File: config.mk
export PLATFORM = sky130hd
export DESIGN_NAME = hazard_sequencer
export DESIGN_NICKNAME = d
export VERILOG_FILES = /design/src/rtl/core_pkg.sv /design/src/rtl/hazard_detect.sv /design/src/rtl/hazard_sequencer.sv
export SDC_FILE = /design/constraint.sdc
export NUM_CORES = 1
export LEC_CHECK = 0
export ABC_AREA = 1
export BUFFER_PORTS_ARGS = -buffer_cell sky130_fd_sc_hd__buf_2
export CAP_MARGIN = 20
export CORE_MARGIN = 4
export CORE_UTILIZATION = 49
export CTS_CLUSTER_SIZE = 28
export DETAILED_ROUTE_END_ITERATION = 8
export PLACE_DENSITY = 0.84
export SYNTH_ARGS = -nofsm -noshare
export SYNTH_HDL_FRONTEND = slang
export SYNTH_HIERARCHICAL = 1
export SYNTH_SLANG_ARGS = --single-unit
File: constraint.sdc
create_clock -name clk -period 2.6 [get_ports clk]
set_clock_uncertainty 0.15 [all_clocks]
set_input_delay 0.39 -clock clk [delete_from_list [all_inputs] [get_ports clk]]
set_output_delay 0.39 -clock clk [all_outputs]
set_load 0.05 [all_outputs]
File: src/rtl/core_pkg.sv
// Shared core definitions: default widths, the canonical NOP encoding and the
// hazard sequencer state type.
package core_pkg;

   localparam int XLEN_DEF   = 32;
   localparam int RA_W_DEF   = 5;
   localparam int PERF_W_DEF = 32;

   // addi x0, x0, 0
   localparam logic [31:0] NOP_INST = 32'h0000_0013;

   typedef enum logic [1:0] {
      RUN,
      LU_STALL,
      MEM_WAIT
   } hz_state_t;

endpackage : core_pkg

File: src/rtl/hazard_detect.sv
// Load-use comparator: flags an IF/ID source register that matches a load
// destination still sitting in ID/EX. Also used by the forwarding logic.
module hazard_detect #(
   parameter int RA_W = 5
) (
   input  logic [RA_W-1:0] rs1_addr,
   input  logic [RA_W-1:0] rs2_addr,
   input  logic            rs1_used,
   input  logic            rs2_used,
   input  logic            de_load,
   input  logic [RA_W-1:0] de_rd,
   output logic            lu_hit
);

   // x0 is hardwired to zero, so a load targeting it never creates a dependency.
   assign lu_hit = de_load && (de_rd != '0) &&
                   ((rs1_used && (rs1_addr == de_rd)) ||
                    (rs2_used && (rs2_addr == de_rd)));

endmodule : hazard_detect

File: src/rtl/hazard_sequencer.sv
// Pipeline hazard controller: load-use interlock with replay, EX redirect
// flushes and data-memory wait holds, plus saturating stall/flush counters.
module hazard_sequencer
   import core_pkg::*;
#(
   parameter int XLEN   = XLEN_DEF,
   parameter int RA_W   = RA_W_DEF,
   parameter int PERF_W = PERF_W_DEF
) (
   input  logic              clk,
   input  logic              rst_n,
   input  logic [XLEN-1:0]   fd_inst,
   input  logic [XLEN-1:0]   fd_pc,
   input  logic [RA_W-1:0]   rs1_addr,
   input  logic [RA_W-1:0]   rs2_addr,
   input  logic              rs1_used,
   input  logic              rs2_used,
   input  logic              de_load,
   input  logic [RA_W-1:0]   de_rd,
   input  logic              ex_redirect,
   input  logic [XLEN-1:0]   ex_target,
   input  logic              dmem_req,
   input  logic              dmem_ready,
   output logic              pc_hold,
   output logic              fd_hold,
   output logic              de_hold,
   output logic              em_hold,
   output logic              de_bubble,
   output logic              fd_flush,
   output logic              de_flush,
   output logic              wb_bubble,
   output logic              pc_redirect,
   output logic [XLEN-1:0]   pc_target,
   output logic              replay_sel,
   output logic [XLEN-1:0]   replay_inst,
   output logic [XLEN-1:0]   replay_pc,
   output logic [PERF_W-1:0] stall_cycles,
   output logic [PERF_W-1:0] flush_count
);

   hz_state_t state;
   hz_state_t resume;
   logic      lu_hit;
   logic      mem_wait;
   logic      any_hold;

   hazard_detect #(.RA_W(RA_W)) u_detect (
      .rs1_addr (rs1_addr),
      .rs2_addr (rs2_addr),
      .rs1_used (rs1_used),
      .rs2_used (rs2_used),
      .de_load  (de_load),
      .de_rd    (de_rd),
      .lu_hit   (lu_hit)
   );

   assign mem_wait = dmem_req & ~dmem_ready;

   // Control outputs respond in the same cycle; a memory wait overrides
   // everything, then a redirect, then the load-use interlock.
   always_comb begin
      // NOTE: every output is defaulted first so no branch can leave one unassigned (no latch).
      pc_hold     = 1'b0;
      fd_hold     = 1'b0;
      de_hold     = 1'b0;
      em_hold     = 1'b0;
      de_bubble   = 1'b0;
      fd_flush    = 1'b0;
      de_flush    = 1'b0;
      wb_bubble   = 1'b0;
      pc_redirect = 1'b0;
      replay_sel  = 1'b0;
      pc_target   = '0;
      if (rst_n) begin
         pc_target = ex_target;
         case (state)
            RUN, LU_STALL: begin
               if (mem_wait) begin
                  pc_hold   = 1'b1;
                  fd_hold   = 1'b1;
                  de_hold   = 1'b1;
                  em_hold   = 1'b1;
                  wb_bubble = 1'b1;
               end else if (ex_redirect) begin
                  pc_redirect = 1'b1;
                  fd_flush    = 1'b1;
                  de_flush    = 1'b1;
               end else if (lu_hit) begin
                  pc_hold   = 1'b1;
                  fd_hold   = 1'b1;
                  de_bubble = 1'b1;
               end else begin
                  replay_sel = (state == LU_STALL);
               end
            end
            MEM_WAIT: begin
               if (!dmem_ready) begin
                  pc_hold   = 1'b1;
                  fd_hold   = 1'b1;
                  de_hold   = 1'b1;
                  em_hold   = 1'b1;
                  wb_bubble = 1'b1;
               end
            end
            default: ;
         endcase
      end
   end

   assign any_hold = pc_hold | fd_hold | de_hold | em_hold;

   always_ff @(posedge clk) begin
      if (!rst_n) begin
         // NOTE: non-blocking assignments keep every register updating from pre-edge values.
         state        <= RUN;
         resume       <= RUN;
         replay_inst  <= XLEN'(NOP_INST);
         replay_pc    <= '0;
         stall_cycles <= '0;
         flush_count  <= '0;
      end else begin
         case (state)
            RUN, LU_STALL: begin
               if (mem_wait) begin
                  resume <= state;
                  state  <= MEM_WAIT;
               end else if (ex_redirect) begin
                  state <= RUN;
               end else if (lu_hit) begin
                  replay_inst <= fd_inst;
                  replay_pc   <= fd_pc;
                  state       <= LU_STALL;
               end else begin
                  state <= RUN;
               end
            end
            MEM_WAIT: begin
               if (dmem_ready) state <= resume;
            end
            default: state <= RUN;
         endcase

         if (any_hold && (stall_cycles != '1))
            stall_cycles <= stall_cycles + PERF_W'(1);
         if (pc_redirect && (flush_count != '1))
            flush_count <= flush_count + PERF_W'(1);
      end
   end

endmodule : hazard_sequencer

==> impl_table.tex, run 1 <==
\begin{tabular}{lr}
\hline
Metric & Value \\
\hline
\multicolumn{2}{l}{\textbf{Clock network}} \\
\quad \# Post-CTS Setup Buffers & 0 \\
\quad Clock transition time at the flip-flop clock pins of the worst setup and hold paths & around 0.060 ns \\
\quad Clock tree root buffer cell & sky130\_fd\_sc\_hd\_\_clkbuf\_16 \\
\quad H-tree levels & 4 \\
\quad Total clock buffers created by CTS & 17 \\
\quad TritonCTS clock tree & done \\
\quad Clock sink total & around 130 \\
\quad CTS hold repair buffers & 0 \\
\quad Cells resized by post-CTS repair & 0 \\
\quad Clk Latency, worst-skew pair & a little over 0.4 ns \\
\quad Max clock buf depth & 2 \\
\multicolumn{2}{l}{\textbf{Route}} \\
\quad Detailed-routed wire length on met2 & approximately 11,000 µm \\
\quad Detailed-route wire length on metal 1 & 8660 µm \\
\quad Drt total wl & about 22,000 µm \\
\quad Ratio of routed vias to standard cells & about 5 \\
\quad Count of unresolved DRC violations after routing & 0 \\
\quad Drt initial violations & slightly below 600 \\
\quad Length of the first detailed-routing pass in iterations & 6 \\
\quad WL per Instance & between 10 and 15 µm \\
\quad Remaining antenna violation count & 0 \\
\quad Top sig layer & met4 \\
\quad Detailed route wirelength on metal3 & around 1700 µm \\
\quad Count of vias placed by the detailed router & 7,991 \\
\multicolumn{2}{l}{\textbf{Floorplanning}} \\
\quad Die H & about 130 µm \\
\quad Die Wd & 129 µm \\
\quad Area of the die & $\sim$0.017 mm² \\
\quad Number of placement rows & 43 \\
\quad Initial core utilization & 50.7\% \\
\quad Io pins & 289 \\
\quad Core Footprint & approximately 0.014 mm² \\
\multicolumn{2}{l}{\textbf{Power}} \\
\quad Final Total Pwr & between 0.004 and 0.005 W \\
\quad Pwr per Cell Area & approximately 530 mW/mm² \\
\quad Maximum vdd drop & a little under 500 µV \\
\quad Leak Pwr & 4.38 nW \\
\multicolumn{2}{l}{\textbf{Setup path}} \\
\quad Nature of the critical path startpoint & flip-flop \\
\quad Data arrival time of the critical path & between 1.5 and 2 ns \\
\quad Most repeated library cell on the critical path & sky130\_fd\_sc\_hd\_\_nand2\_1 \\
\quad Slowest cell on crit path & sky130\_fd\_sc\_hd\_\_dfxtp\_1 \\
\quad Slowest Stage Delay on Critical Path & between 0.3 and 0.4 ns \\
\quad Critical path capture point type & output pin \\
\quad Critical R2R Launch & stall\_cycles[1] \\
\quad Classification of the worst setup path & reg2out \\
\quad Largest fanout of any net on the critical path & 9 \\
\quad Critical path origin & state[1] \\
\quad Crit path buf inv count & 2 \\
\quad Worst-path cell chain & inv\_1 -> nor2\_1 -> nand2\_1 -> nand2\_1 -> nand2\_1 -> nand2\_2 -> buf\_2 \\
\quad Critical Path RT & around 2.1 ns \\
\quad Worst path top cell family by delay & simple AND/OR/NAND/NOR gates \\
\multicolumn{2}{l}{\textbf{GRT}} \\
\quad Maximum number of pins on one net before global-route repair & around 120 \\
\quad Number of global-route vias before repair & between 7,000 and 8,000 \\
\quad Congestion Overflow GR & 0 \\
\quad Global-route wire length before repair & 35,000 µm \\
\quad Global routing usage summed across all routing layers & about 26\% \\
\quad Antenna violations before repair & 1 \\
\multicolumn{2}{l}{\textbf{Layout}} \\
\quad NumNets Final & about 1,500 \\
\quad Fraction of layout cells with a size suffix above 1 & approximately 28\% \\
\quad Area added between synthesis and finish & 30.1\% \\
\quad Most frequent cells in the layout & sky130\_fd\_sc\_hd\_\_nand2\_1, sky130\_fd\_sc\_hd\_\_buf\_2, sky130\_fd\_sc\_hd\_\_dfxtp\_1 \\
\quad Most common cell after layout, fill and taps aside & sky130\_fd\_sc\_hd\_\_nand2\_1 \\
\multicolumn{2}{l}{\textbf{Outcome}} \\
\quad Run status & finished, final reports clean \\
\multicolumn{2}{l}{\textbf{STA}} \\
\quad Peak clock frequency supported by timing & between 0.4 and 0.5 GHz \\
\quad Final Hold Viols & 0 \\
\quad Count of endpoints failing setup in the final report & 0 \\
\quad Slew headroom & 59.5\% \\
\quad Total negative slack for setup checks & 0 ns \\
\quad Fin crit share & about nine tenths \\
\quad Pins over their slew limit & 0 \\
\quad Setup repair after global routing missed its margin & false \\
\quad Actual transition at the worst max-transition pin & between 0.6 and 0.7 ns \\
\quad Post-layout min period & approximately 2.4 ns \\
\multicolumn{2}{l}{\textbf{Worst hold path}} \\
\quad Worst hold-check path type & in2reg \\
\quad Worst hold path startpoint & fd\_inst[4] \\
\multicolumn{2}{l}{\textbf{Synthesis}} \\
\quad Yosys synthesis warning count & 6 \\
\quad Post-synth EDFFs & 0 \\
\quad Synthesis-stage register bit count & about 130 \\
\quad Synth Cell Area & a little over 0.007 mm² \\
\quad Synthesized area divided by synthesized cell count & between 6 and 7 µm² \\
\quad Portion of the post-synthesis area used by sequential elements & 37.0\% \\
\quad Most instantiated flip-flop cell in the synthesis netlist & sky130\_fd\_sc\_hd\_\_dfxtp\_1 \\
\quad Ys async rst share & 0\% \\
\quad Gate count after technology mapping & about 1,100 \\
\quad Post-synth cell types & 30 \\
\quad Post-Syn Nets & $\sim$1,300 \\
\multicolumn{2}{l}{\textbf{Placement}} \\
\quad Weighted congestion reported at the end of routability-driven placement & 0.894 \\
\quad Count of buffers inserted at the top-level ports & 288 \\
\quad DP HPWL & $\sim$16,000 µm \\
\multicolumn{2}{l}{\textbf{Job}} \\
\quad Count of maximum capacitance violations & 0 \\
\hline
\end{tabular}
## path summary, 6_finish.rpt
check                           cells after the start                to  slack, ns
worst max-delay path                                7           pc_hold       0.24
worst min-delay path                                3    replay_inst[4]       0.02
worst max register to register                     11  stall_cycles[22]       0.40
worst min register to register                      2         resume[1]       0.30
## worst reg2reg max path, delay by kind of cell (launching register included)
kind          cells  cell delay, ns
flops             1            0.40
fa+ha+maj         1            0.26
buf+inv           2            0.43
simple gates      8            0.87
## registers in the layout, summed over array words and instances, names as in the netlist
register	count
flush_count	32
replay_inst	32
replay_pc	32
stall_cycles	32
resume	2
state	2
## cells by family after synthesis
kind of cell | share of synthesized area [%]
adder cells (fa/ha/maj) | 0.350
flip-flops | 37.0
AND/OR/NAND/NOR | 39.7
XOR/XNOR | 3.43
AO/OA/AOI/OAI | 10.2
buffers and inverters | 9.33
## metal layers
layer / global-route usage (%) / up-vias
li1: - / 4035
met1: 31.1 / 3558
met2: 44.5 / 343
met3: 6.60 / 55
met4: 9.94 / 0
met5: 0 / -
## cell type report
type / instances / area [µm²]
clock inverters: 11 / 124
inverters: 110 / 418
repair buffers: 299 / 1550
well taps: 180 / 225
clock buffers: 21 / 480
flip-flops and latches: 132 / 2640
multi-input cells: 847 / 3850
fillers: 1266 / 4800
diodes: 1 / 2.50
## metrics by stage
| stage | instances | area [µm²] | hold WS [ns] | worst slack, ns | utilization (%) |
|---|---|---|---|---|---|
| after floorplan | 1134 | 7150 | 0.283 | 0.278 | - |
| after global placement | 1568 | 8680 | 0.295 | 0.176 | 61.6 |
| after detailed placement | 1568 | 8680 | 0.299 | 0.190 | 61.6 |
| after CTS | 1600 | 9290 | 0.0172 | 0.188 | 65.9 |
| after global routing | 1601 | 9300 | 0.0190 | 0.0268 | 66.0 |
| final | 1601 | 9300 | 0.0226 | 0.235 | 66.0 |
## synthesized netlist by cell type (all sizes together) (8+ instances only)
cell | number | share of area [%]
a21oi | 115 | 9.1
buf | 19 | 2.2
clkbuf | 26 | 1.4
dfxtp | 132 | 37
inv | 110 | 5.8
nand2 | 494 | 27
nand3 | 42 | 2.9
nand4 | 8 | 0.70
nor2 | 138 | 8.4
o21ai | 13 | 0.91
xnor2 | 12 | 1.5
xor2 | 16 | 2.0
## where the power goes
| group | total [W] | internal (W) | switching (W) |
|---|---|---|---|
| logic | 0.000479 | 0.000137 | 0.000342 |
| registers | 0.00204 | 0.00203 | 0.00000836 |
| clock network | 0.00242 | 0.00152 | 0.000906 |
No activity file was read; power rests on OpenSTA's default activity.
==> inputs of run 2 (changes only) <==
Settings changed: ABC_AREA 1 to unset, CORE_UTILIZATION 49 to 47.
==> run 2 against run 1 <==
Compared with the run above: the run now ends with negative setup slack left; cell area fell by 8.0%; core utilization rose by 2.1 points; register-to-register slack got worse by 0.29 ns; worst hold slack improved by 0.023 ns; die area fell by 12%; critical path depth rose by 1; critical endpoint is now de_bubble; sequential cell count did not move; global-route usage fell by 2.2 points; routed wire length fell by 16%; clock power fell by 5%; power fell by 2.7%.
==> impl_table.tex, run 2 <==
\begin{tabular}{lr}
\hline
Metric & Value \\
\hline
\multicolumn{2}{l}{\textbf{Power}} \\
\quad Internal Dissipation & 0.00365 W \\
\quad Portion of total power attributed to sequential cells & 42.5\% \\
\quad Sw power & about 0.0012 W \\
\quad Clock share of power & between 40\% and 50\% \\
\quad Sw frac & between 20\% and 30\% \\
\quad Maximum vdd drop & 524 µV \\
\quad Leak Pwr & 3.68 nW \\
\quad Proportion of power drawn by combinational gates & a little under a tenth \\
\quad Pwr per Cell Area & approximately 560 mW/mm² \\
\multicolumn{2}{l}{\textbf{Setup path}} \\
\quad Nature of the critical path startpoint & input port \\
\quad Crit path buf inv count & 2 \\
\quad Largest fanout of any net on the critical path & 4 \\
\quad Most repeated library cell on the critical path & sky130\_fd\_sc\_hd\_\_buf\_6 \\
\quad Slowest cell on crit path & sky130\_fd\_sc\_hd\_\_or4b\_4 \\
\quad Worst-path cell chain & buf\_6 -> xor2\_2 -> nor4\_2 -> nand3\_1 -> a21oi\_4 -> or4b\_4 -> nor2\_4 -> buf\_6 \\
\quad Classification of the worst setup path & in2out \\
\quad Slowest Stage Delay on Critical Path & roughly 0.51 ns \\
\quad Critical Path RT & just over 2 ns \\
\quad Data arrival time of the critical path & 2.09 ns \\
\quad Worst path top cell family by delay & simple AND/OR/NAND/NOR gates \\
\quad Critical path capture point type & output pin \\
\multicolumn{2}{l}{\textbf{Layout}} \\
\quad Area added between synthesis and finish & 42.1\% \\
\quad Reg area & $\sim$0.0027 mm² \\
\quad NumNets Final & between 1,000 and 1,500 \\
\quad Multi-input gate area in the final layout & 0.00323 mm² \\
\quad Antenna cell count & 0 \\
\quad Number of cells in the finished layout apart from fillers & 1,236 \\
\quad Most frequent cells in the layout & sky130\_fd\_sc\_hd\_\_buf\_2, sky130\_fd\_sc\_hd\_\_nand2\_1, sky130\_fd\_sc\_hd\_\_dfxtp\_1 \\
\quad Fin area & around 0.0086 mm² \\
\quad Fraction of layout cells with a size suffix above 1 & 36.8\% \\
\quad Fillcell total & approximately 1,000 \\
\quad Most common cell after layout, fill and taps aside & sky130\_fd\_sc\_hd\_\_buf\_2 \\
\multicolumn{2}{l}{\textbf{Clock network}} \\
\quad Clk Latency, worst-skew pair & a little over 0.4 ns \\
\quad Clock tree root buffer cell & sky130\_fd\_sc\_hd\_\_clkbuf\_16 \\
\quad CTS hold repair buffers & 0 \\
\quad H-tree levels & 4 \\
\quad Clock sink total & 132 \\
\quad TritonCTS clock tree & done \\
\quad Clock transition time at the flip-flop clock pins of the worst setup and hold paths & 0.05 ns \\
\quad Total clock buffers created by CTS & 17 \\
\quad Max clock buf depth & 2 \\
\multicolumn{2}{l}{\textbf{Placement}} \\
\quad Weighted congestion reported at the end of routability-driven placement & between 0.8 and 0.9 \\
\quad DP HPWL & about 13,000 µm \\
\quad Standard cell area after detailed placement & between 0.007 and 0.008 mm² \\
\quad Count of buffers inserted at the top-level ports & $\sim$290 \\
\quad Number of instances in the placed design & about 1,200 \\
\multicolumn{2}{l}{\textbf{STA}} \\
\quad Worst-case hold slack & between 0.04 and 0.05 ns \\
\quad Total negative slack for setup checks & -0.0477 ns \\
\quad Peak clock frequency supported by timing & approximately 0.38 GHz \\
\quad Slew headroom & between 50 and 60\% \\
\quad Count of endpoints failing setup in the final report & 2 \\
\quad Fin crit share & 101\% \\
\quad Pins over their slew limit & 0 \\
\quad Minimum setup slack in the final design & -0.0253 ns \\
\quad Final Hold Viols & 0 \\
\quad Setup repair after global routing missed its margin & true \\
\quad Actual transition at the worst max-transition pin & about 0.68 ns \\
\quad Post-layout min period & roughly 2.6 ns \\
\multicolumn{2}{l}{\textbf{Synthesis}} \\
\quad Most instantiated flip-flop cell in the synthesis netlist & sky130\_fd\_sc\_hd\_\_dfxtp\_1 \\
\quad Post-synth EDFFs & 0 \\
\quad Largest cells by area after synthesis & sky130\_fd\_sc\_hd\_\_dfxtp\_1, sky130\_fd\_sc\_hd\_\_nand2\_1, sky130\_fd\_sc\_hd\_\_a21oi\_1 \\
\quad Gate count after technology mapping & 757 \\
\quad Yosys synthesis warning count & 6 \\
\quad Synth top area share & between 40\% and 50\% \\
\quad Most frequent cell after synthesis & sky130\_fd\_sc\_hd\_\_nand2\_1 \\
\quad Synthesized area divided by synthesized cell count & 7.95 µm² \\
\quad Portion of the post-synthesis area used by sequential elements & between 40\% and 50\% \\
\quad Synthesis-stage register bit count & 132 \\
\quad Synth Cell Area & roughly 0.006 mm² \\
\quad Most instantiated cells after synthesis & sky130\_fd\_sc\_hd\_\_nand2\_1, sky130\_fd\_sc\_hd\_\_dfxtp\_1, sky130\_fd\_sc\_hd\_\_a21oi\_1, sky130\_fd\_sc\_hd\_\_clkbuf\_1, sky130\_fd\_sc\_hd\_\_and2\_1 \\
\quad Post-Syn Nets & 878 \\
\quad Ys async rst share & 0\% \\
\quad Post-synth top area cell & sky130\_fd\_sc\_hd\_\_dfxtp\_1 \\
\quad Post-synth cell types & between 40 and 50 \\
\multicolumn{2}{l}{\textbf{GRT}} \\
\quad Global routing usage summed across all routing layers & between 20\% and 30\% \\
\quad Number of global-route vias before repair & 5,718 \\
\quad Antenna violations before repair & 2 \\
\quad Global-route wire length before repair & about 29,000 µm \\
\quad Congestion Overflow GR & 0 \\
\quad Maximum number of pins on one net before global-route repair & 69 \\
\multicolumn{2}{l}{\textbf{Floorplanning}} \\
\quad Initial core utilization & 47.9\% \\
\quad Core Footprint & roughly 0.013 mm² \\
\quad Number of placement rows & between 40 and 50 \\
\quad Io pins & between 200 and 300 \\
\quad Die H & 121 µm \\
\quad Die Wd & about 120 µm \\
\quad Area of the die & between 0.01 and 0.015 mm² \\
\multicolumn{2}{l}{\textbf{Route}} \\
\quad Count of vias placed by the detailed router & $\sim$6,500 \\
\quad Drt initial violations & approximately 530 \\
\quad Count of unresolved DRC violations after routing & 0 \\
\quad WL per Instance & between 10 and 15 µm \\
\quad Remaining antenna violation count & 0 \\
\quad Drt total wl & $\sim$18,000 µm \\
\quad Length of the first detailed-routing pass in iterations & 5 \\
\quad Ratio of routed vias to standard cells & 5.27 \\
\multicolumn{2}{l}{\textbf{Outcome}} \\
\quad Run status & complete, but fails checks \\
\quad Violated checks & negative setup slack \\
\multicolumn{2}{l}{\textbf{Worst hold path}} \\
\quad Worst hold-check path type & in2reg \\
\multicolumn{2}{l}{\textbf{Job}} \\
\quad Count of maximum capacitance violations & 0 \\
\hline
\end{tabular}
[run 2: repair_timing]
action / 4_1_cts / 5_1_grt
endpoints found under the hold margin: 0 / 0
buffers inserted: 2 / 5
gates resized for setup: 22 / 9
setup endpoints to repair: 5 / 18
gates cloned: 0 / 1
pin swaps: 10 / 10
[run 2: cell families after synthesis]
family	synth area share (%)
XOR/XNOR	1.89
AND/OR/NAND/NOR	31.4
buffers and inverters	4.20
adder cells (fa/ha/maj)	0.416
multiplexers	3.66
flip-flops	43.9
AO/OA/AOI/OAI	14.5
[run 2: final timing paths]
kind | cells after the start | start | end | slack [ns]
worst max register to register | 6 | flush_count[0] | flush_count[26] | 0.11
worst max-delay path | 8 | rs1_addr[1] | de_bubble | -0.03
worst min-delay path | 3 | fd_inst[0] | replay_inst[0] | 0.05
worst min register to register | 2 | resume[1] | resume[1] | 0.30
[run 2: area by class of cell]
class                      count  area share [%]
tap                          172            2.52
inverter                      12           0.571
timing repair buffer         325            21.1
clock inverter                 9           0.878
clock buffer                  22            5.91
sequential                   132            31.2
multi-input combinational    564            37.8
[run 2: stage by stage]
stage | worst slack, ns | util (%) | total power [W]
floorplan | -0.0533 | - | 0.00235
global placement | -0.287 | 61.9 | 0.00252
detailed placement | -0.349 | 61.9 | 0.00252
CTS | -0.0585 | 67.4 | 0.00484
global route | -0.0948 | 68.0 | 0.00498
finish | -0.0253 | 68.0 | 0.00481
[run 2: power by group through the flow]
| stage | logic (W) | registers [W] | clock network (W) |
|---|---|---|---|
| floorplan | 0.000238 | 0.00212 | 0 |
| global placement | 0.000434 | 0.00208 | 0 |
| detailed placement | 0.000438 | 0.00208 | 0 |
| CTS | 0.000453 | 0.00204 | 0.00235 |
| global route | 0.000490 | 0.00204 | 0.00245 |
| finish | 0.000461 | 0.00204 | 0.00231 |
[run 2: layer usage]
| metal | global-route usage [%] | wire, µm |
|---|---|---|
| met1 | 30.4 | 7570 |
| met2 | 39.2 | 9080 |
| met3 | 6.53 | 1270 |
| met4 | 7.00 | 395 |
| met5 | 0 | 32 |
[run 2: worst min-delay path: cells and delay by family]
kind	cells	cell delay, ns
simple gates	2	0.11
buf+inv	1	0.07
